--- src/rtl/input_fetch_master_pkg.sv ---
// Shared AXI constants and fetch FSM state type for the input fetch master.
package input_fetch_master_pkg;

   localparam int AXI_ADDR_W  = 32;
   localparam int AXI_DATA_W  = 32;
   localparam int AXI_ID_W    = 4;
   localparam int AXI_LEN_W   = 4;
   localparam int AXI_SIZE_W  = 3;
   localparam int AXI_BURST_W = 2;
   localparam int AXI_RESP_W  = 2;

   localparam logic [AXI_BURST_W-1:0] AXI_BURST_INCR = 2'b01;
   localparam logic [AXI_SIZE_W-1:0]  AXI_SIZE_WORD  = 3'b010;
   localparam logic [AXI_RESP_W-1:0]  AXI_RESP_OKAY  = 2'b00;

   typedef enum logic [2:0] {
      IDLE,
      AR,
      R,
      DRAIN,
      DONE
   } fetch_state_t;

endpackage

--- src/rtl/input_fetch_master_if.sv ---
// AXI4 read-channel bundle (plus write-side tie-offs) between fetch master and interconnect.
interface input_fetch_master_if;
   import input_fetch_master_pkg::*;

   logic [AXI_ID_W-1:0]    arid;
   logic [AXI_ADDR_W-1:0]  araddr;
   logic [AXI_LEN_W-1:0]   arlen;
   logic [AXI_SIZE_W-1:0]  arsize;
   logic [AXI_BURST_W-1:0] arburst;
   logic                   arvalid;
   logic                   arready;

   logic [AXI_ID_W-1:0]    rid;
   logic [AXI_DATA_W-1:0]  rdata;
   logic [AXI_RESP_W-1:0]  rresp;
   logic                   rlast;
   logic                   rvalid;
   logic                   rready;

   logic                   awvalid;
   logic                   wvalid;
   logic                   bready;

   modport master (
      output arid, araddr, arlen, arsize, arburst, arvalid,
      input  arready,
      input  rid, rdata, rresp, rlast, rvalid,
      output rready,
      output awvalid, wvalid, bready
   );

   modport slave (
      input  arid, araddr, arlen, arsize, arburst, arvalid,
      output arready,
      output rid, rdata, rresp, rlast, rvalid,
      input  rready,
      input  awvalid, wvalid, bready
   );

endinterface

--- src/rtl/input_fetch_master_skid_buf.sv ---
// Two-entry registered valid/ready buffer; output valid one cycle after a push.
module stream_skid_buf #(
   parameter int WIDTH = 32
) (
   input  logic             clk,
   input  logic             rst,
   input  logic             in_valid,
   output logic             in_ready,
   input  logic [WIDTH-1:0] in_data,
   output logic             out_valid,
   input  logic             out_ready,
   output logic [WIDTH-1:0] out_data,
   output logic             empty
);

   logic [WIDTH-1:0] mem [2];
   logic             wr_ptr;
   logic             rd_ptr;
   logic [1:0]       count;
   logic             push;
   logic             pop;

   assign in_ready  = (count != 2'd2);
   assign out_valid = (count != 2'd0);
   assign empty     = (count == 2'd0);
   assign out_data  = mem[rd_ptr];
   assign push      = in_valid && in_ready;
   assign pop       = out_valid && out_ready;

   always_ff @(posedge clk) begin
      if (rst) begin
         mem[0] <= '0;
         mem[1] <= '0;
         wr_ptr <= 1'b0;
         rd_ptr <= 1'b0;
         count  <= 2'd0;
      end else begin
         if (push) begin
            mem[wr_ptr] <= in_data;
            wr_ptr      <= ~wr_ptr;
         end
         if (pop) begin
            rd_ptr <= ~rd_ptr;
         end
         count <= count + {1'b0, push} - {1'b0, pop};
      end
   end

endmodule

--- src/rtl/input_fetch_master.sv ---
// AXI4 read master: fetches num_words 32-bit words from src_addr in 4 KB-safe INCR
// bursts, one burst outstanding, and streams them out through a 2-entry skid buffer.
//
// state | meaning
// IDLE  | waiting for start
// AR    | presenting read address for the next burst
// R     | accepting read beats into the skid buffer
// DRAIN | all beats received, waiting for the skid to empty
// DONE  | one-cycle completion pulse
module input_fetch_master
   import input_fetch_master_pkg::*;
#(
   parameter logic [AXI_ID_W-1:0] MASTER_ID = 4'h1,
   parameter int                  MAX_BURST = 16
) (
   input  logic                    clk,
   input  logic                    rst,
   input  logic                    start,
   input  logic [AXI_ADDR_W-1:0]   src_addr,
   input  logic [15:0]             num_words,
   output logic                    busy,
   output logic                    done,
   output logic                    err,
   input_fetch_master_if.master    axi,
   output logic [AXI_DATA_W-1:0]   out_data,
   output logic                    out_valid,
   input  logic                    out_ready
);

   fetch_state_t          state;
   fetch_state_t          state_nx;
   logic [AXI_ADDR_W-1:0] addr;
   logic [15:0]           remaining;
   logic [4:0]            beat_cnt;
   logic [4:0]            burst_len;
   logic [4:0]            beats;
   logic [16:0]           rem17;
   logic [16:0]           room17;
   logic [16:0]           beats17;
   logic                  skid_in_valid;
   logic                  skid_in_ready;
   logic                  skid_empty;
   logic                  push_beat;
   logic                  last_beat;
   logic                  bad_beat;
   logic                  unused_bits;

   // Burst size limited by words left, MAX_BURST and the words left in this 4 KB page.
   always_comb begin
      rem17   = {1'b0, remaining};
      room17  = (17'd4096 - {5'd0, addr[11:0]}) >> 2;
      beats17 = rem17;
      if (beats17 > 17'(MAX_BURST)) beats17 = 17'(MAX_BURST);
      if (beats17 > room17)         beats17 = room17;
   end

   assign beats         = beats17[4:0];
   assign skid_in_valid = (state == R) && axi.rvalid;
   assign push_beat     = skid_in_valid && skid_in_ready;
   assign last_beat     = push_beat && (beat_cnt == 5'd1);
   assign bad_beat      = (axi.rresp != AXI_RESP_OKAY) || (axi.rlast != (beat_cnt == 5'd1));
   assign unused_bits   = ^{axi.rid, src_addr[1:0], beats17[16:5]};

   assign axi.arid    = MASTER_ID;
   assign axi.arsize  = AXI_SIZE_WORD;
   assign axi.arburst = AXI_BURST_INCR;
   assign axi.araddr  = addr;
   assign axi.arlen   = (state == AR) ? AXI_LEN_W'(beats - 5'd1) : '0;
   assign axi.awvalid = 1'b0;
   assign axi.wvalid  = 1'b0;
   assign axi.bready  = 1'b1;

   always_comb begin
      state_nx    = state;
      busy        = 1'b1;
      done        = 1'b0;
      axi.arvalid = 1'b0;
      axi.rready  = 1'b0;
      unique case (state)
         IDLE: begin
            busy = 1'b0;
            if (start) state_nx = (num_words == 16'd0) ? DONE : AR;
         end
         AR: begin
            axi.arvalid = 1'b1;
            if (axi.arready) state_nx = R;
         end
         R: begin
            axi.rready = skid_in_ready;
            if (last_beat) state_nx = (remaining == 16'd1) ? DRAIN : AR;
         end
         DRAIN: begin
            if (skid_empty) state_nx = DONE;
         end
         DONE: begin
            done     = 1'b1;
            state_nx = IDLE;
         end
         default: state_nx = IDLE;
      endcase
   end

   always_ff @(posedge clk) begin
      if (rst) begin
         state     <= IDLE;
         addr      <= '0;
         remaining <= '0;
         beat_cnt  <= '0;
         burst_len <= '0;
         err       <= 1'b0;
      end else begin
         state <= state_nx;
         case (state)
            IDLE: begin
               if (start) begin
                  err       <= 1'b0;
                  addr      <= {src_addr[AXI_ADDR_W-1:2], 2'b00};
                  remaining <= num_words;
               end
            end
            AR: begin
               if (axi.arready) begin
                  beat_cnt  <= beats;
                  burst_len <= beats;
               end
            end
            R: begin
               // Beat count alone ends the burst; a bad rresp or misplaced rlast only flags err.
               if (push_beat) begin
                  beat_cnt  <= beat_cnt - 5'd1;
                  remaining <= remaining - 16'd1;
                  if (bad_beat) err <= 1'b1;
                  if (beat_cnt == 5'd1) addr <= addr + {25'd0, burst_len, 2'b00};
               end
            end
            default: ;
         endcase
      end
   end

   stream_skid_buf #(
      .WIDTH(AXI_DATA_W)
   ) u_skid (
      .clk       (clk),
      .rst       (rst),
      .in_valid  (skid_in_valid),
      .in_ready  (skid_in_ready),
      .in_data   (axi.rdata),
      .out_valid (out_valid),
      .out_ready (out_ready),
      .out_data  (out_data),
      .empty     (skid_empty)
   );

endmodule
--- src/flat_wrapper.sv ---
// flat-port wrapper written by rule: the top's interface ports become plain ports
module input_fetch_master_flat import input_fetch_master_pkg::*;
#(
   parameter logic [AXI_ID_W-1:0] MASTER_ID = 4'h1,
   parameter int                  MAX_BURST = 16
)
  (clk, rst, start, src_addr, num_words, busy, done, err, out_data, out_valid, out_ready, axi_arid, axi_araddr, axi_arlen, axi_arsize, axi_arburst, axi_arvalid, axi_arready, axi_rid, axi_rdata, axi_rresp, axi_rlast, axi_rvalid, axi_rready, axi_awvalid, axi_wvalid, axi_bready);
  input_fetch_master_if axi_i ();
  input  logic clk;
  input  logic rst;
  input  logic start;
  input  logic [AXI_ADDR_W-1:0] src_addr;
  input  logic [15:0] num_words;
  output logic busy;
  output logic done;
  output logic err;
  output logic [AXI_DATA_W-1:0] out_data;
  output logic out_valid;
  input  logic out_ready;
  output wire logic [$bits(axi_i.arid)-1:0] axi_arid;
  output wire logic [$bits(axi_i.araddr)-1:0] axi_araddr;
  output wire logic [$bits(axi_i.arlen)-1:0] axi_arlen;
  output wire logic [$bits(axi_i.arsize)-1:0] axi_arsize;
  output wire logic [$bits(axi_i.arburst)-1:0] axi_arburst;
  output wire logic [$bits(axi_i.arvalid)-1:0] axi_arvalid;
  input wire logic [$bits(axi_i.arready)-1:0] axi_arready;
  input wire logic [$bits(axi_i.rid)-1:0] axi_rid;
  input wire logic [$bits(axi_i.rdata)-1:0] axi_rdata;
  input wire logic [$bits(axi_i.rresp)-1:0] axi_rresp;
  input wire logic [$bits(axi_i.rlast)-1:0] axi_rlast;
  input wire logic [$bits(axi_i.rvalid)-1:0] axi_rvalid;
  output wire logic [$bits(axi_i.rready)-1:0] axi_rready;
  output wire logic [$bits(axi_i.awvalid)-1:0] axi_awvalid;
  output wire logic [$bits(axi_i.wvalid)-1:0] axi_wvalid;
  output wire logic [$bits(axi_i.bready)-1:0] axi_bready;
  assign axi_arid = axi_i.arid;
  assign axi_araddr = axi_i.araddr;
  assign axi_arlen = axi_i.arlen;
  assign axi_arsize = axi_i.arsize;
  assign axi_arburst = axi_i.arburst;
  assign axi_arvalid = axi_i.arvalid;
  assign axi_i.arready = axi_arready;
  assign axi_i.rid = axi_rid;
  assign axi_i.rdata = axi_rdata;
  assign axi_i.rresp = axi_rresp;
  assign axi_i.rlast = axi_rlast;
  assign axi_i.rvalid = axi_rvalid;
  assign axi_rready = axi_i.rready;
  assign axi_awvalid = axi_i.awvalid;
  assign axi_wvalid = axi_i.wvalid;
  assign axi_bready = axi_i.bready;
  input_fetch_master #(.MASTER_ID(MASTER_ID), .MAX_BURST(MAX_BURST)) u_core (.clk(clk), .rst(rst), .start(start), .src_addr(src_addr), .num_words(num_words), .busy(busy), .done(done), .err(err), .axi(axi_i), .out_data(out_data), .out_valid(out_valid), .out_ready(out_ready));
endmodule
--- config.mk ---
export PLATFORM = sky130hd
export DESIGN_NAME = input_fetch_master_flat
export DESIGN_NICKNAME = d
export VERILOG_FILES = /design/src/rtl/input_fetch_master_pkg.sv /design/src/rtl/input_fetch_master_if.sv /design/src/rtl/input_fetch_master_skid_buf.sv /design/src/rtl/input_fetch_master.sv /design/src/flat_wrapper.sv
export SDC_FILE = /design/constraint.sdc
export NUM_CORES = 1
export LEC_CHECK = 0
export CAP_MARGIN = 5
export CORE_ASPECT_RATIO = 0.9
export CORE_MARGIN = 4
export CORE_UTILIZATION = 40
export DETAILED_ROUTE_END_ITERATION = 8
export GPL_ROUTABILITY_DRIVEN = 0
export GPL_TIMING_DRIVEN = 0
export PLACE_DENSITY_LB_ADDON = 0.08
export SYNTH_ARGS = -nofsm -noshare
export SYNTH_HDL_FRONTEND = slang
export SYNTH_SLANG_ARGS = --single-unit
--- constraint.sdc ---
create_clock -name clk -period 7.4 [get_ports clk]
set_input_delay 1.48 -clock clk [delete_from_list [all_inputs] [get_ports clk]]
set_output_delay 1.48 -clock clk [all_outputs]
set_load 0.01 [all_outputs]
Word-level counts from Yosys, hierarchy flattened

Memories as Yosys holds them, arrays and structs flattened. A register that Yosys moved wholly into a read port is not among the register bits.
Cells that the tools add are included.

Bits in registers: 66
Bits in latches: 0
Bits in writable memories: 64
Bits in read-only memories: 0
Input bits: 93
Output and inout bits: 86
Word-level logic and storage cells: 93
Memories kept: 1

Memories:

| name              | depth | width | read ports | clocked after memory_dff | write ports | RTL line                          | RTL |
|---|---|---|---|---|---|---|---|
| u_core.u_skid.mem | 2     | 32    | 1          | 1                        | 2           | input_fetch_master_skid_buf.sv:16 | `logic [WIDTH-1:0] mem [2];` |

Add/sub/neg operators: 7
$mul: 0
Divide/modulo/power cells: 0
Magnitude comparators: 2
Equality and inequality tests: 15
Shift operators: 0
Muxes and demuxes: 38
Bitwise operators: 2
Reduce and logical (&&, ||, !) cells: 19

Operators with widths:

| kind                   | count |
|---|---|
| $mux 32                | 4 |
| $pmux 32 s2            | 1 |
| $mux 16                | 3 |
| $add 32x7->32          | 1 |
| $pmux 16 s2            | 1 |
| $reduce_or 32->1       | 1 |
| $eq 16x1->1 const B    | 1 |
| $gt 16x15->1           | 1 |
| $gt 16x5->1 const B    | 1 |
| $logic_not 16->1       | 1 |
| $mux 1                 | 16 |
| $sub 16x1->16 const B  | 1 |
| $mux 3                 | 5 |
| $mux 5                 | 3 |
| $sub 13x12->14 const A | 1 |
| $pmux 3 s4             | 1 |
| $reduce_and 4->1       | 3 |
| $pmux 5 s2             | 1 |
| $ne 2x1->1 const B     | 4 |
| $ne 2x2->1 const B     | 4 |
| $reduce_bool 2->1      | 4 |
| $eq 3x2->1 const B     | 2 |
| $reduce_and 3->1       | 2 |
| $eq 5x1->1 const B     | 1 |
| 16 further kinds       | 20 |

Longest topological paths before layout

Depth in word-level cells: 8
Gate-level depth with buffers: 16
Mapped depth without buffers: 14

Modules after synthesis

A second synthesis with hierarchy kept.

Cell total of the unflattened synthesis: 820
Area, all modules: 7,517.2 sq um

By module, submodules not included:

| module             | times used | cells an instance | area an instance (sq um) | sequential area each (sq um) |
|---|---|---|---|---|
| input_fetch_master | 1          | 587               | 4,385.5                  | 1,201.2 |
| stream_skid_buf    | 1          | 233               | 3,131.8                  | 2,021.9 |

Least setup slack after synthesis

OpenSTA, ideal clock, no wires.

Kind: flip-flop to output port
From: reg u_core.addr[7], in the netlist u_core.axi.araddr[7]
To: out axi_arlen[1]
Arrival: 3,567 ps
Required time: 5,920 ps
Slack: 2,353 ps
Cell stages (with the launch flop): 14
Path buffers: 2
Path through: dfxtp_1 -> clkbuf_1 -> or4_1 -> nor3_1 -> xnor2_1 -> ha_1 -> nand4_1 -> or4_1 -> o21ai_0 -> a21o_1 -> buf_2 -> mux2_2 -> ha_1 -> nor4_1

Word-level cells in the longest chain between the ends: 5

Ends and longest elaborated chain:

| item                     | RTL line                  | RTL |
|---|---|---|
| start: declaration       | input_fetch_master.sv:32  | `logic [AXI_ADDR_W-1:0] addr;` |
| start signal: assignment | input_fetch_master.sv:117 | `addr <= {src_addr[AXI_ADDR_W-1:2], 2'b00};` |
| start signal: assignment | input_fetch_master.sv:133 | `if (beat_cnt == 5'd1) addr <= addr + {25'd0, burst_len, 2'b00};` |
| $sub 13x12->14           | input_fetch_master.sv:51  | `room17 = (17'd4096 - {5'd0, addr[11:0]}) >> 2;` |
| $gt 16x15->1             | input_fetch_master.sv:54  | `if (beats17 > room17) beats17 = room17;` |
| $mux 5                   | input_fetch_master.sv:54  |  |
| $sub 4x1->4              | input_fetch_master.sv:68  | `assign axi.arlen = (state == AR) ? AXI_LEN_W'(beats - 5'd1) : '0;` |
| $mux 4                   | input_fetch_master.sv:68  |  |
| end: declaration         | flat_wrapper.sv:22        | `output wire logic [$bits(axi_i.arlen)-1:0] axi_arlen;` |

Every way passes these cells.

Final worst setup path

Ends and elaborated chain as after synthesis.

==> flow_summary.json <==
{
  "outcome": "finished clean",
  "drtPass1Iterations": 5,
  "fp.dieW_um": 151.4,
  "dp_hpwl_mm": 16.71,
  "finalCriticalPeriod_ns": 6.675,
  "drv_slew": 0,
  "cts_tree": "built",
  "die_h_um": 137.1,
  "start_util_pct": 41.37,
  "finish.utilization_pct": 55.79,
  "synth_area_per_cell_sq_um": 9.373,
  "syn_inst": 790,
  "arrival_ns": 5.20,
  "avgRoutedWirePerCell_um": 18.24,
  "grt_pass1_vias": 6374,
  "path_class": "flop to primary output",
  "ys_seq_area_share_pct": 43.53,
  "drc": 0,
  "fin_crit_sh_pct": 90.21,
  "synth_edf_count": 64,
  "postCtsHoldBufs": 0,
  "powerDensity_nw_per_um2": 350.6,
  "maxCapViolCount": 0,
  "multiInputGateArea_sq_um": 3857,
  "path_clk_slew_ns": 0.06,
  "antenna_found_initial": 0,
  "final_nets": 1105,
  "numClockSinks": 129,
  "ys_ff_latch": 129,
  "grt_start_max_net_pins": 33,
  "cts_resized": 0,
  "die_area_sq_um": 20760,
  "postCtsSetupRepairBufs": 0,
  "max_slew_margin_pct": 40.59,
  "drive_gt1_share_pct": 11.13,
  "tightestPinTransition_ns": 0.8844,
  "synth.top_cells.by_count": "and2_1 (71), dfxtp_1 (65), edfxtp_1 (64), nor2_1 (61), a21oi_1 (49)",
  "drt-initial-drc-count": 644,
  "netlist.area_leader.share_pct": 25.95,
  "synth_area_sq_um": 7405,
  "hp-class": "flop to flop",
  "clock_skew_ns": 0.008964,
  "grt_pass1_wl_mm": 35.26,
  "core_area_sq_um": 17900,
  "hold_viol": 0,
  "synth_ff_type": "dfxtp_1",
  "synth_warnings": 0,
  "end_kind": "primary output",
  "drtAntennaViolNets": 0,
  "syn_to_final_growth_pct": 34.86,
  "max_freq_mhz": 149.8,
  "gr-total-overflow": 0,
  "synthTopCellsByArea": "edfxtp_1 (26%), dfxtp_1 (18%), and2_1 (6.0%)",
  "drt-total-wl_mm": 22.56,
  "synthArstFlopShare_pct": 0,
  "worstPathMaxFanout": 10,
  "fin_ws_ns": 0.7246,
  "clockBufferDepth": 2,
  "antennaDiodeCount": 0,
  "setup_viol": 0,
  "clock-root-buffer": "clkbuf_16",
  "p_leak_uw": 0.003728,
  "synth_top_area_cell": "edfxtp_1",
  "grt_usage_pct": 22.07,
  "critPathLaunchType": "flop",
  "place_ws_ns": 1.275,
  "via_per_inst": 5.475,
  "setup_tns_ns": 0,
  "peakVddDrop_mv": 0.1825,
  "port_buffers": 157,
  "num_rows": 46,
  "ys_types": 72,
  "insertion_delay_ns": 0.42,
  "cts_buffers": 17,
  "htree_levels": 4,
  "seq_area_sq_um": 3223,
  "pin_count": 179,
  "required_ns": 5.92,
  "rsz0062_at_grt": "false",
  "synth_most_common_cell": "and2_1",
  "fill_cells": 1644,
  "vias": 6773
}
-- where the power goes --
group	total [uW]	internal, uW	switching (uW)	leakage [uW]
logic	1620	713	903	0.00224
registers	1020	894	127	0.00120
clock network	866	533	333	0.000292
-- cell usage in the layout (no fill, tap or decap), types with 9 or more instances in the layout --
cell type	n
ha_1	26
clkdlybuf4s50_1	157
a211oi_1	23
nand2_1	45
nand3_1	21
nor4_1	13
clkbuf_16	17
edfxtp_1	64
nor2_1	61
xnor2_1	9
nand4_1	9
mux2_2	33
dfxtp_1	65
a21oi_1	49
buf_4	16
a31oi_1	13
and2_1	71
inv_1	23
conb_1	20
o22ai_1	9
o21ai_0	41
nor3_1	30
buf_2	10
clkbuf_1	34
-- logic make-up (layout without fill, tap and decap cells) --
logic type               Yosys count  after routing  synth area share, %
multiplexers                      39             39                5.999
flip-flops                       129            129                43.53
other                              2             20               0.1014
AND/OR/NAND/NOR                  298            298                21.83
adder cells (fa/ha/maj)           27             27                4.664
XOR/XNOR                          14             14                1.656
AO/OA/AOI/OAI                    193            193                16.78
buffers and inverters             88            277                5.441
-- worst max-delay path, stage by stage, from the launching register on --
cell and delay (ns):
dfxtp_1 0.33, clkbuf_1 0.24, or4_1 0.60, nor3_1 0.24, xnor2_1 0.10, ha_1 0.29
nand4_1 0.15, nor2_1 0.06, a2111oi_0 0.48, a21o_1 0.20, buf_2 0.21, mux2_2 0.41
ha_1 0.34, nor4_1 0.46, clkdlybuf4s50_1 0.66
-- layer usage --
metal,global-route usage (%),routed length [um]
met3,5.199,1758
met1,32.02,10390
met2,33.23,10120
met5,0,0
met4,5.237,290
-- state kept, by name, indices dropped and copies added (netlist names), named ones only --
| register | count |
|---|---|
| u_core.axi.araddr | 30 |
| u_core.beat_cnt | 5 |
| u_core.burst_len | 5 |
| u_core.err | 1 |
| u_core.remaining | 16 |
| u_core.state | 3 |
| u_core.u_skid.count | 2 |
| u_core.u_skid.mem | 64 |
| u_core.u_skid.rd_ptr | 1 |
| u_core.u_skid.wr_ptr | 1 |
-- final timing paths --
kind / slack [ns] / startpoint / endpoint / cells past startpoint
worst max-delay path: 0.72 / u_core.axi.araddr[7] / axi_arlen[1] / 14
worst min-delay path: 0.47 / u_core.burst_len[4] / u_core.burst_len[4] / 2
worst max register to register: 3.76 / u_core.axi.araddr[7] / u_core.beat_cnt[2] / 12
worst min register to register: 0.47 / u_core.burst_len[4] / u_core.burst_len[4] / 2
-- stage by stage --
stage                     hold WS [ns]  instances  cell area (sq um)  power [uW]
after floorplan                 0.4400        808               7472        2005
after global placement          0.4538       1205               9344        2616
after detailed placement        0.4589       1206               9383        2630
after CTS                       0.4673       1237               9986        3498
after global routing            0.5031       1237               9986        3733
final                           0.4667       1237               9986        3501
-- cell type report --
class	instances	area share, %
tap	240	3.007
inverter	23	0.8646
sequential	129	32.28
clock inverter	14	1.779
clock buffer	17	4.260
multi-input combinational	591	38.63
buffer	65	3.170
timing repair buffer	158	16.01
Note: power is estimated with default switching activity, not from simulation.
